File: src/rtl/md_pkg.sv
// md_pkg: op codes, default latencies and FSM state shared by the md issue controller
package md_pkg;
  localparam int MUL_CYC_DEF = 5;
  localparam int DIV_CYC_DEF = 10;
  typedef enum logic [3:0] {
    OP_NONE  = 4'd0,
    OP_MULTU = 4'd1,
    OP_MULT  = 4'd2,
    OP_DIVU  = 4'd3,
    OP_DIV   = 4'd4,
    OP_MFHI  = 4'd5,
    OP_MFLO  = 4'd6,
    OP_MTHI  = 4'd7,
    OP_MTLO  = 4'd8
  } md_op_e;
  typedef enum logic {IDLE = 1'b0, BUSY = 1'b1} md_state_e;
endpackage

File: src/rtl/md_busy_chk.sv
// md_busy_chk: sticky flag raised when the FSM and the unit disagree about being busy
module md_busy_chk (
  input  logic clk,
  input  logic reset,
  input  logic in_busy,
  input  logic md_busy,
  input  logic md_start,
  output logic proto_err
);
  logic start_q, start_d, err_q, err_d;
  always_comb begin
    start_d = md_start;
    err_d = err_q | (in_busy & ~md_busy) | (~in_busy & md_busy & ~start_q);
  end
  always_ff @(posedge clk) begin
    start_q <= reset ? 1'b0 : start_d;
    err_q <= reset ? 1'b0 : err_d;
  end
  assign proto_err = err_q;
endmodule

File: src/rtl/md_issue_ctrl.sv
// md_issue_ctrl: issues mult/div/move ops to the HI/LO unit and stalls E while it is busy
module md_issue_ctrl
  import md_pkg::*;
#(
  parameter int MUL_CYC = MUL_CYC_DEF,
  parameter int DIV_CYC = DIV_CYC_DEF
) (
  input  logic        clk,
  input  logic        reset,
  input  logic        e_valid,
  input  logic        e_flush,
  input  logic [3:0]  e_op,
  input  logic [31:0] e_rs,
  input  logic [31:0] e_rt,
  input  logic        md_busy,
  input  logic [31:0] md_hi,
  input  logic [31:0] md_lo,
  output logic        md_start,
  output logic [4:0]  md_ctrl,
  output logic [31:0] md_a,
  output logic [31:0] md_b,
  output logic        stall,
  output logic [31:0] mf_data,
  output logic        proto_err
);
  md_state_e state_q, state_d;
  logic [3:0] cnt_q, cnt_d;
  logic md_cls, mul_div, issue;
  always_comb begin
    md_cls = e_op inside {[OP_MULTU:OP_MTLO]};
    mul_div = e_op inside {[OP_MULTU:OP_DIV]};
    stall = ~reset & e_valid & ~e_flush & md_cls & (state_q == BUSY);
    issue = ~reset & e_valid & ~e_flush & ~stall;
    md_start = issue & mul_div;
    md_ctrl = (issue & md_cls) ? {1'b0, e_op} : 5'd0;
    mf_data = ~issue ? 32'd0 : (e_op == OP_MFHI) ? md_hi : (e_op == OP_MFLO) ? md_lo : 32'd0;
    state_d = md_start ? BUSY : (state_q == BUSY && cnt_q == 4'd1) ? IDLE : state_q;
    cnt_d = md_start ? ((e_op <= OP_MULT) ? 4'(MUL_CYC) : 4'(DIV_CYC)) :
            (state_q == BUSY) ? cnt_q - 4'd1 : cnt_q;
  end
  always_ff @(posedge clk) begin
    if (reset) begin
      state_q <= IDLE;
      cnt_q <= 4'd0;
    end else begin
      state_q <= state_d;
      cnt_q <= cnt_d;
    end
  end
  assign md_a = e_rs;
  assign md_b = e_rt;
  md_busy_chk u_chk (
    .clk(clk),
    .reset(reset),
    .in_busy(state_q == BUSY),
    .md_busy(md_busy),
    .md_start(md_start),
    .proto_err(proto_err)
  );
endmodule

File: config.mk
export PLATFORM = sky130hd
export DESIGN_NAME = md_issue_ctrl
export DESIGN_NICKNAME = d
export VERILOG_FILES = /design/src/rtl/md_pkg.sv /design/src/rtl/md_busy_chk.sv /design/src/rtl/md_issue_ctrl.sv
export SDC_FILE = /design/constraint.sdc
export NUM_CORES = 1
export LEC_CHECK = 0
export CORE_AREA = 3 3 93 95
export DETAILED_ROUTE_END_ITERATION = 10
export DIE_AREA = 0 0 96 98
export GPL_TIMING_DRIVEN = 0
export PLACE_DENSITY_LB_ADDON = 0.3
export SETUP_SLACK_MARGIN = 0.4
export SLEW_MARGIN = 20
export SYNTH_ARGS = -nofsm -noshare
export SYNTH_HDL_FRONTEND = slang
export SYNTH_HIERARCHICAL = 1
export SYNTH_SLANG_ARGS = --single-unit
File: constraint.sdc
create_clock -name clk -period 1.88 [get_ports clk]
set_input_delay 0.376 -clock clk [delete_from_list [all_inputs] [get_ports clk]]
set_output_delay 0.376 -clock clk [all_outputs]
set_load 0.01 [all_outputs]
==> impl_results.md <==
- Nets: 565
- Total GRT Usage: 0.142
- Final hold vios: 0
- Worst setup endpoint: mf_data[29]
- Design Power: 1.09 mW
- Initial DRC Count: 13
- TritonCTS clock tree: done
- Unique masters post-synth: 37
- Remaining antenna violation count: 0
- Maxcap violations: 0
- Top cells by area, synth: buf_4, a22oi_1, dfxtp_1
- R2R Path End: cnt_q[1]$_SDFFE_PP0P_
- Top_reg_cell synth: dfxtp_1
- Pleak: 1.78 nW
- Fin. max-slew vios: 0
- Htree depth: 1
- Fin Clk Skew: 0.00163 ns
- Hold-fix buffer count after cts: 0
- Max Root-Sink Buffers: 2
- Final setup viols: 34
- VDD IR max: 347 µV
- Number of I/O pins: 241
- Synth area leader: buf_4
- Vias per std cell: 4.14
- Place WS: -1.21 ns
- TritonCTS buffer count: 3
- Crit Reg-Reg Startpoint: state_q$_SDFFE_PP0P_
- Final wirelength: 7430 µm
- Critical Path Source Type: input pin
- Clk slew on worst S/H paths: 0.04 ns
- Detailed Routing Iterations Pass 1: 4
- Area of the multi-input gates: 1100 µm²
- N_diodes: 0
- Worst Path Buf+Inv: 4
- Remaining Overflow, GRT: 0
- Initial core utilization: 0.193
- Critical-path cell list: buf_8 -> or4_4 -> nand3_4 -> nand2_8 -> buf_12 -> buf_12 -> nor2_4 -> buf_6
- Layout fillers: 679
- RePlAce Congestion: 0.703
- Die Height: 98 µm
- First-pass GRT wire length: 10900 µm
- Kind of critical path: input pin to primary output
- Placeable Area: 7810 µm²
- Most frequent cell after synthesis: buf_4
- Status: finished, violations left
- Reg2reg path depth: 7
- Final non-filler cell total: 527
- Worst hold path class: input pin to flip-flop
- Final Cycle Share: 1.10
- CP endpoint kind: primary output
- Cell family with most CP delay: simple AND/OR/NAND/NOR gates
- CP Depth: 8
- Sequential element share of the synthesized area: 0.0928
- Worst Path Required: 1.50 ns
- Worst path max stage delay: 0.55 ns
- Clock sinks: 7
- Pin count of the biggest net entering global routing: 11
- Critical Path Start: e_op[3]
- Insertion delay to the later sink of the worst-skew pair: 0.23 ns
- Post-detailed-route DRC marker count: 0
- Syn_area_per_cell: 7.78 µm²
- Share of cells above drive strength 1: 0.572
- Violated checks: negative setup slack
- FF+latch area: 140 µm²
- Antenna violations before repair: 0
- Syn Nets: 333
- Synth Instances: 194
- DP Cell Count: 471
- Ys Warns: 6
- Top achievable clock speed: 483 MHz
- Crit path DAT: 1.69 ns
- Synth top area share: 0.323
- Final worst slack: -0.189 ns
- DP HPWL: 5420 µm
- Fin crit period: 2.07 ns
- Vias in the first global route: 2312
- Synth Cell Area: 1510 µm²
- Slowest CP cell: or4_4
- Number of synthesized flops with an enable pin: 0
- Worst-path fanout max: 5
- RSZ-0062 raised after global routing: true
- Full die area: 9410 µm²
- Die Width: 96 µm
- Via Count: 2182
- Number of port buffers: 175
- Wire length per cell: 14.1 µm
- Most common cell on crit path: buf_12
- Clock root buffer: clkbuf_8
- Top cells by count, synth: buf_4, a22oi_1, nor2_2
- FFs w/ async S/R, synth: 0
- Synth-to-layout area growth: 191%
- R2r setup slk: 0.46 ns
- Pwr/cell area: 248 nW/µm²
- Synth Register Bits: 7
- Rows: 32
power breakdown:
part	leakage [nW]	switching [mW]	internal (mW)
Sequential	0.0570	0.00518	0.156
Clock	0.0228	0.0653	0.147
Combinational	1.70	0.238	0.477
sequential cells by signal, summed over array words and instances (netlist names):
| signal | cells |
|---|---|
| cnt_q | 4 |
| u_chk/proto_err | 1 |
| state_q | 1 |
| u_chk/start_q | 1 |
timing repair:
item,in CTS,in global routing
resized for setup,297,13
pin swaps,16,10
setup endpoints to repair,45,42
gates cloned,1,0
setup buffers,49,2
through the flow:
stage	utilization	instance area, µm²	hold slack (ns)	TNS, ns
after global routing	0.562	4390	0.442	-6.32
final	0.562	4390	0.440	-4.89
after floorplan	-	1670	0.445	0
after global placement	0.454	3540	0.470	-42.11
after detailed placement	0.454	3540	0.481	-42.73
after CTS	0.553	4320	0.425	-4.99
worst min-delay path, stage by stage:
cell and delay, ns:
buf_8 0.08, buf_4 0.13, a21oi_1 0.04
layer usage:
| metal | global-route usage | vias up | share of wire |
|---|---|---|---|
| met2 | 0.287 | 130 | 0.56 |
| met3 | 0.0354 | 6 | 0.11 |
| met4 | 0.0306 | 0 | 0.0079 |
| li1 | - | 1062 | - |
| met1 | 0.139 | 984 | 0.33 |
| met5 | 0 | - | 0 |
cells by family (layout without fill, tap and decap cells):
logic type	count (synthesis)	count (layout)	synth area share
simple gates	59	59	0.288
other cells	1	1	0.00248
flops	7	7	0.0928
fa+ha+maj	2	2	0.0166
buf+inv	79	310	0.379
xor+xnor	3	3	0.0174
compound gates	43	43	0.203
worst min-delay path by stage:
stage                                     from                    endpoint  cells past startpoint
floorplan                                reset       cnt_q[1]$_SDFFE_PP0P_                      1
global placement    u_chk/proto_err$_SDFF_PP0_  u_chk/proto_err$_SDFF_PP0_                      2
detailed placement  u_chk/proto_err$_SDFF_PP0_  u_chk/proto_err$_SDFF_PP0_                      2
CTS                                      reset       cnt_q[3]$_SDFFE_PP0P_                      3
global route                             reset       cnt_q[3]$_SDFFE_PP0P_                      3
finish                                   reset       cnt_q[3]$_SDFFE_PP0P_                      3
area by class of cell:
cell class / instances / share of cell area
repair buffers: 227 / 0.531
multi-input cells: 108 / 0.250
plain buffers: 75 / 0.144
flip-flops and latches: 7 / 0.0319
well taps: 102 / 0.0291
clock buffers: 4 / 0.0103
inverters: 4 / 0.00342
placed cells by master, fill, tap and decap left out, types with 2 or more instances in the layout:
cell	n
a21oi_1	3
a21oi_2	2
a22oi_1	12
a22oi_2	20
and3_4	2
buf_12	8
buf_2	6
buf_4	92
buf_6	58
buf_8	5
clkbuf_8	5
clkdlybuf4s50_1	129
dfxtp_1	7
ha_1	2
inv_1	3
nand2_1	6
nor2_1	3
nor2_2	2
nor2_4	31
nor3b_4	3
xor2_1	2
Power figures use the tool's default switching activity.
